$ cat src/rtl/regfile_wb_arb.sv
// Writeback arbiter for the 64-bit, 32-entry register file write port.
// ALU has priority; loads are queued and preempt the ALU after waiting.
module regfile_wb_arb #(
    parameter int DEPTH      = 4,
    parameter int STARVE_MAX = 3
) (
    input  logic                     clk,
    input  logic                     rst,
    input  logic                     alu_valid,
    output logic                     alu_ready,
    input  logic [4:0]               alu_rd,
    input  logic [63:0]              alu_data,
    input  logic                     ld_valid,
    output logic                     ld_ready,
    input  logic [4:0]               ld_rd,
    input  logic [63:0]              ld_data,
    output logic                     we,
    output logic [4:0]               Rw,
    output logic [63:0]              W,
    input  logic [4:0]               query_rd,
    output logic                     query_hit,
    output logic [$clog2(DEPTH):0]   ld_pending
);

    localparam int AW = $clog2(DEPTH);
    localparam int PW = AW + 1;
    localparam int CW = $clog2(STARVE_MAX + 1);

    logic [4:0]    fifo_rd   [DEPTH];
    logic [63:0]   fifo_data [DEPTH];
    logic [AW-1:0] head;
    logic [AW-1:0] tail;
    logic [CW-1:0] wait_cnt;

    logic          fifo_nonempty;
    logic          starve;
    logic          alu_grant;
    logic          push;
    logic          pop;
    logic          any_grant;
    logic [4:0]    grant_rd;
    logic [63:0]   grant_data;

    // Handshakes and grant selection, from registered state plus requests.
    always_comb begin
        fifo_nonempty = (ld_pending != '0);
        starve        = fifo_nonempty && (wait_cnt == CW'(STARVE_MAX));
        alu_ready     = !starve;
        ld_ready      = (ld_pending != PW'(DEPTH));
        alu_grant     = alu_valid && alu_ready;
        pop           = !alu_grant && fifo_nonempty;
        push          = ld_valid && ld_ready;
        any_grant     = alu_grant || pop;
        grant_rd      = '0;
        grant_data    = '0;
        unique case (1'b1)
            alu_grant: begin
                grant_rd   = alu_rd;
                grant_data = alu_data;
            end
            pop: begin
                grant_rd   = fifo_rd[head];
                grant_data = fifo_data[head];
            end
            default: ;
        endcase
    end

    // Load queue storage; contents need no reset, validity is in ld_pending.
    always_ff @(posedge clk) begin
        if (push) begin
            fifo_rd[tail]   <= ld_rd;
            fifo_data[tail] <= ld_data;
        end
    end

    // Queue pointers and occupancy; pointers wrap naturally at DEPTH.
    always_ff @(posedge clk) begin
        if (rst) begin
            head       <= '0;
            tail       <= '0;
            ld_pending <= '0;
        end else begin
            if (push) tail <= tail + 1'b1;
            if (pop)  head <= head + 1'b1;
            unique case ({push, pop})
                2'b10:   ld_pending <= ld_pending + 1'b1;
                2'b01:   ld_pending <= ld_pending - 1'b1;
                default: ;
            endcase
        end
    end

    // Count how long a waiting queue head has been passed over.
    always_ff @(posedge clk) begin
        if (rst) begin
            wait_cnt <= '0;
        end else if (!fifo_nonempty || pop) begin
            wait_cnt <= '0;
        end else if (wait_cnt != CW'(STARVE_MAX)) begin
            wait_cnt <= wait_cnt + 1'b1;
        end
    end

    // Registered write port; x0 grants are consumed but never write.
    always_ff @(posedge clk) begin
        if (rst) begin
            we <= 1'b0;
            Rw <= '0;
            W  <= '0;
        end else if (any_grant) begin
            we <= (grant_rd != '0);
            Rw <= grant_rd;
            W  <= grant_data;
        end else begin
            we <= 1'b0;
        end
    end

    // Pending-write lookup across queue, output register and ALU grant.
    always_comb begin : query_cmp
        logic          hit;
        logic [AW-1:0] off;
        hit = 1'b0;
        off = '0;
        for (int i = 0; i < DEPTH; i++) begin
            off = AW'(i) - head;
            if (({1'b0, off} < ld_pending) && (fifo_rd[i] == query_rd))
                hit = 1'b1;
        end
        if (we && (Rw == query_rd))
            hit = 1'b1;
        if (alu_grant && (alu_rd == query_rd))
            hit = 1'b1;
        query_hit = hit && (query_rd != '0);
    end

endmodule

$ cat config.mk
export PLATFORM = sky130hd
export DESIGN_NAME = regfile_wb_arb
export DESIGN_NICKNAME = d
export VERILOG_FILES = /design/src/rtl/regfile_wb_arb.sv
export SDC_FILE = /design/constraint.sdc
export NUM_CORES = 1
export LEC_CHECK = 0
export ABC_AREA = 1
export CAP_MARGIN = 0
export CORE_ASPECT_RATIO = 1.5
export CORE_MARGIN = 2
export CORE_UTILIZATION = 55
export CTS_CLUSTER_DIAMETER = 60
export DETAILED_ROUTE_END_ITERATION = 16
export HOLD_SLACK_MARGIN = 0.12
export PLACE_DENSITY = 0.77
export SETUP_SLACK_MARGIN = 0.2
export SYNTH_ARGS = -nofsm -noshare
export SYNTH_HDL_FRONTEND = slang
export SYNTH_SLANG_ARGS = --single-unit
$ cat constraint.sdc
create_clock -name clk -period 8.6 [get_ports clk]
set_input_delay 0.86 -clock clk [delete_from_list [all_inputs] [get_ports clk]]
set_output_delay 0.86 -clock clk [all_outputs]
set_load 0.01 [all_outputs]
==> flow_summary.json, run 1 <==
{
  "min_period_ns": 3.75,
  "met3_usage": 0.0326,
  "ctsHoldBuffers": 0,
  "synth_area_per_cell_um2": 10.9,
  "synth_compound_area_frac": 0.0920,
  "ant_nets": 0,
  "synth_nets": 1486,
  "synth_top_area_share": 0.574,
  "cts-resized-gates": 0,
  "gp_congestion": 0.931,
  "regArea_mm2": 0.00991,
  "layout_common_cells": "nand2_1, edfxtp_1, clkdlybuf4s50_1",
  "synth_mux_area_frac": 0,
  "max-vdd-ir-drop_mv": 0.251,
  "combPwrFrac": 0.261,
  "critPathArrivalTime_ns": 2.89,
  "timing.fmax_ghz": 0.266,
  "cp-start-kind": "input pin",
  "worst_pin_slew_ns": 1.11,
  "setup_viol": 0,
  "layout_commonest_cell": "nand2_1",
  "coreArea_mm2": 0.0258,
  "cts_setup_buffers": 0,
  "min_path_type": "reg -> reg",
  "period_share": 0.436,
  "cts.clk_slew.worst_paths_ns": 0.06,
  "grt_busiest_layer": "met2",
  "worstPathRequired_ns": 7.74,
  "yosys.area.top_type": "edfxtp_1",
  "io_pins": 223,
  "numPortBuffers": 222,
  "via_count": 10400,
  "clkPwrFrac": 0.301,
  "grtUsageTotal": 0.255,
  "worstRegToRegCells": 11,
  "via_per_inst": 5.51,
  "whs_endpoint": "wait_cnt[1]",
  "synthFlopType": "edfxtp_1",
  "drive_gt1_frac": 0.0525,
  "slew_headroom": 0.259,
  "yosys_warnings": 0,
  "htree_levels": 2,
  "pwr-share-seq": 0.438,
  "cts_root_buf": "clkbuf_16",
  "areaGrowthSynthToFinish_pct": 24.3,
  "nNetsFinal": 1677,
  "grt_pass1_vias": 10200,
  "status": "finished clean",
  "clk_latency_ns": 0.51,
  "cts_tree": "done",
  "skew_ns": 0.00980,
  "switching_power_w": 0.00159,
  "p_int_w": 0.00347,
  "yosys.area_share.adder": 0.0101,
  "cts_buffers": 34,
  "syn_area_mm2": 0.0144,
  "synth-async-reset-ratio": 0,
  "dp_hpwl_um": 20800,
  "start_util": 0.560,
  "final_util": 0.697,
  "synth_top_family_by_area": "simple AND/OR/NAND/NOR gates",
  "synth_edf_count": 276,
  "maxCapViolations": 0,
  "power_leakage_nw": 6.70,
  "clkSinkCount": 357,
  "grt.overflow.total": 0,
  "clockBufferDepth": 3,
  "synth_xor_xnor_area_share": 0.0109,
  "drc": 0,
  "first_pass_iters": 5,
  "use_met2": 0.441,
  "antenna_found_initial": 5,
  "rsz0062_at_grt": "no",
  "crit_type": "in -> out",
  "hold_path.startpoint": "wait_cnt[1]",
  "grt_start_max_net_pins": 94,
  "wire_per_inst_um": 18.8,
  "multi_input_area_mm2": 0.00376,
  "wl_um": 35400,
  "die_area_mm2": 0.0276,
  "cp_max_fo": 8,
  "chipHeight_um": 202,
  "p_sw_frac": 0.315,
  "grtUsageMet1": 0.316,
  "powerDensity_mw_per_mm2": 282,
  "hold_depth": 2,
  "synth_seq_cells": 357,
  "netlist_instances": 1328,
  "cp-end-kind": "output port",
  "seq_area_frac_synth": 0.686,
  "ys_types": 27,
  "ys_top_cells_by_area": "edfxtp_1, dfxtp_1, nand2_1, nand3_1, o21ai_0",
  "drv_slew": 0,
  "finalHoldViolCount": 0,
  "dr.first_iter.drc_count": 699,
  "yosys.area_share.simple": 0.145,
  "die_w_um": 136,
  "rows": 72,
  "rr_endpoint": "we",
  "grt_pass1_wl_um": 53800,
  "tns_ns": 0,
  "reg2reg_slack_ns": 5.50,
  "nFillCells": 1869
}
==> stage by stage <==
step	hold WS, ns	setup WS (ns)	std cells	area, µm²	total power (W)
2_1_floorplan	0.438	4.19	1328	14400	0.00305
3_3_place_gp	0.448	4.87	1816	16800	0.00353
3_5_place_dp	0.463	4.89	1816	16800	0.00357
4_1_cts	0.471	4.86	1877	17900	0.00509
5_1_grt	0.488	4.64	1882	17900	0.00532
6_report	0.466	4.85	1882	17900	0.00507
==> routing by layer <==
metal,share of wire,vias to the layer above
met5,0,-
met4,0.039,0
met3,0.054,80
met2,0.52,343
met1,0.39,4993
li1,-,4962
==> flip-flops by register name, indices dropped and copies added (netlist names), 2 cells and up, named ones only <==
signal      cells
ld_pending      3
Rw              5
wait_cnt        2
fifo_rd        20
fifo_data     256
W              64
head            2
tail            2
==> cell type report <==
class,count,share of cell area
clock inverters,18,0.0111
flip-flops and latches,357,0.552
repair buffers,234,0.129
clock buffers,43,0.0527
multi-input cells,788,0.210
well taps,333,0.0232
inverters,104,0.0219
diodes,5,0.000697
==> power by group through the flow <==
stage	Clock (W)	Sequential (W)	Combinational, W
after floorplan	0	0.00224	0.000811
after global placement	0	0.00225	0.00128
after detailed placement	0	0.00225	0.00132
after CTS	0.00154	0.00222	0.00133
after global routing	0.00161	0.00224	0.00146
final	0.00152	0.00222	0.00132
==> kinds of logic after synthesis <==
logic type,count (synthesis)
buf+inv,183
compound gates,243
fa+ha+maj,11
xor+xnor,18
simple gates,516
flops,357
==> worst max-delay path, stage by stage <==
cell and delay (ns):
clkdlybuf4s50_1 0.73, inv_1 0.12, nand2_1 0.08, nand2_1 0.05, a21oi_1 0.14, nand4_1 0.09
nand2_1 0.08, inv_1 0.04, a21oi_1 0.14, clkdlybuf4s50_1 0.55
==> synth_stat cells (3+ instances only) <==
library cell  instances
a21oi_1              57
a31oi_1              64
buf_2                49
buf_4                 7
buf_6                 3
clkbuf_1             20
dfxtp_1              81
edfxtp_1            276
ha_1                 10
inv_1                98
inv_2                 6
nand2_1             327
nand3_1             105
nor2_1               76
o21ai_0              92
o21ai_1               9
o22ai_1              20
xnor2_1               9
xor2_1                9
==> how the worst max path moves through the flow <==
stage,endpoint,slack [ns],cells after the start,startpoint
after floorplan,fifo_data[0][0],4.19,2,ld_valid
after global placement,query_hit,4.87,10,query_rd[0]
after detailed placement,query_hit,4.89,10,query_rd[0]
after CTS,query_hit,4.86,10,query_rd[0]
after global routing,query_hit,4.64,10,query_rd[3]
final,query_hit,4.85,10,query_rd[0]
Power figures use the tool's default switching activity.
==> inputs of run 2 (changes only) <==
--- a/config.mk
+++ b/config.mk
@@ -9,11 +9,11 @@
 export CAP_MARGIN = 0
 export CORE_ASPECT_RATIO = 1.5
 export CORE_MARGIN = 2
-export CORE_UTILIZATION = 55
+export CORE_UTILIZATION = 49
 export CTS_CLUSTER_DIAMETER = 60
 export DETAILED_ROUTE_END_ITERATION = 16
 export HOLD_SLACK_MARGIN = 0.12
-export PLACE_DENSITY = 0.77
+export PLACE_DENSITY = 0.73
 export SETUP_SLACK_MARGIN = 0.2
 export SYNTH_ARGS = -nofsm -noshare
 export SYNTH_HDL_FRONTEND = slang
==> constraint.sdc (replaced) <==
create_clock -name clk -period 3.4 [get_ports clk]
set_input_delay 0.34 -clock clk [delete_from_list [all_inputs] [get_ports clk]]
set_output_delay 0.34 -clock clk [all_outputs]
set_load 0.01 [all_outputs]
==> flow_summary.json, run 2 (synthesized netlist as in run 1, its figures left out) <==
{
  "status": "finished clean",
  "ant_nets": 0,
  "setup_ws_ns": 0.406,
  "drive_gt1_frac": 0.0549,
  "pre_cts_ws_ns": 0.746,
  "period_share": 0.881,
  "rows": 77,
  "slew_headroom": 0.405,
  "p_total_w": 0.0127,
  "critPathArrivalTime_ns": 2.65,
  "power_leakage_nw": 6.70,
  "wl_um": 35600,
  "cts_root_buf": "clkbuf_16",
  "finalHoldViolCount": 0,
  "dp_hpwl_um": 21300,
  "layout_common_cells": "nand2_1, edfxtp_1, clkdlybuf4s50_1",
  "max-vdd-ir-drop_mv": 0.438,
  "grt_pass1_wl_um": 54700,
  "wire_per_inst_um": 18.3,
  "skew_ns": 0.00980,
  "grt.overflow.total": 0,
  "holdWs_ns": 0.263,
  "first_pass_iters": 5,
  "drv_slew": 0,
  "start_util": 0.493,
  "tns_ns": 0,
  "gp_congestion": 0.916,
  "nNetsFinal": 1680,
  "min_period_ns": 2.99,
  "clockBufferDepth": 3,
  "cp_max_fo": 5,
  "clk_latency_ns": 0.57,
  "timing.fmax_ghz": 0.334,
  "die_area_mm2": 0.0309,
  "cts_setup_buffers": 0,
  "maxCapViolations": 0,
  "cts.clk_slew.worst_paths_ns": 0.06,
  "grtUsageTotal": 0.230,
  "io_pins": 223,
  "clkSinkCount": 357,
  "rsz0062_at_grt": "no",
  "worst_pin_slew_ns": 0.892,
  "min_path_type": "in -> reg",
  "coreArea_mm2": 0.0293,
  "areaGrowthSynthToFinish_pct": 25.3,
  "die_w_um": 144,
  "grt_start_max_net_pins": 183,
  "setup_viol": 0,
  "crit_type": "reg -> out",
  "regMostFlops": "fifo_data",
  "cp-end-kind": "output port",
  "worstPathRequired_ns": 3.06,
  "cts_buffers": 31,
  "drc": 0,
  "dr.first_iter.drc_count": 713,
  "numPortBuffers": 222,
  "grt_pass1_vias": 10400,
  "powerDensity_mw_per_mm2": 702,
  "chipHeight_um": 214,
  "htree_levels": 1,
  "cts_tree": "done",
  "cp-start-kind": "flip-flop",
  "layout_commonest_cell": "nand2_1",
  "antenna_found_initial": 7,
  "largest_reg_flops": 256,
  "via_count": 10400,
  "top_regs": "fifo_data: 256 flops, W: 64 flops, fifo_rd: 20 flops",
  "via_per_inst": 5.32
}
==> run 2: cell types whose count changed in the layout (fill, tap and decap cells not counted), sizes merged <==
cell | previous run | this run
buf | 13 | 19
clkbuf | 43 | 37
bufinv | 4 | 6
clkinvlp | 0 | 2
inv | 104 | 103
==> run 2: where the power goes <==
| group | internal [W] | total [W] | switching, W |
|---|---|---|---|
| clock | 0.00215 | 0.00368 | 0.00153 |
| combinational | 0.00129 | 0.00352 | 0.00223 |
| sequential | 0.00526 | 0.00549 | 0.000230 |
| total | 0.00871 | 0.0127 | 0.00399 |
==> run 2: repair_timing <==
action,4_1_cts,5_1_grt
resized for setup,0,1
hold buffers,0,0
endpoints found under the setup margin,0,1
==> run 2: area by class of cell <==
| type | count | area (µm²) |
|---|---|---|
| multi-input combinational | 788 | 3760 |
| inverter | 104 | 393 |
| timing repair buffer | 240 | 2440 |
| clock buffer | 37 | 808 |
| fill | 2412 | 11200 |
| clock inverter | 21 | 263 |
| sequential | 357 | 9910 |
| antenna | 5 | 12.5 |
| tap | 395 | 494 |
==> run 2: worst paths after layout <==
path	cells past startpoint	startpoint	endpoint	slack (ns)
worst max-delay path	12	ld_pending[1]	query_hit	0.41
worst min-delay path	4	rst	Rw[2]	0.26
worst max register to register	10	ld_pending[0]	ld_pending[2]	1.07
worst min register to register	2	wait_cnt[1]	wait_cnt[1]	0.47
==> run 2: critical path, cell delays in order (launching register included) <==
cell and delay, ns:
dfxtp_1 0.41, inv_1 0.17, ha_1 0.32, inv_1 0.05, nor2_1 0.03, nand2_1 0.06, nand2_1 0.09, nor2_1 0.11
nand2_1 0.06, nand2_1 0.07, nor2_1 0.05, a21oi_1 0.12, clkdlybuf4s50_1 0.55
==> run 2: per-stage QoR <==
| step | std cells | cell area (µm²) | utilization |
|---|---|---|---|
| 2_1_floorplan | 1328 | 14400 | - |
| 3_5_place_dp | 1884 | 17000 | 0.580 |
| 6_report | 1947 | 18100 | 0.618 |
| 5_1_grt | 1947 | 18100 | 0.618 |
| 3_3_place_gp | 1884 | 17000 | 0.580 |
| 4_1_cts | 1942 | 18100 | 0.617 |
==> run 2: metal layers <==
| layer | wire length (µm) | global-route usage | up-vias |
|---|---|---|---|
| met5 | 13 | 0 | - |
| met4 | 1370 | 0.103 | 2 |
| met3 | 1980 | 0.0331 | 77 |
| met2 | 18800 | 0.420 | 321 |
| met1 | 13500 | 0.264 | 4984 |
| li1 | - | - | 4971 |
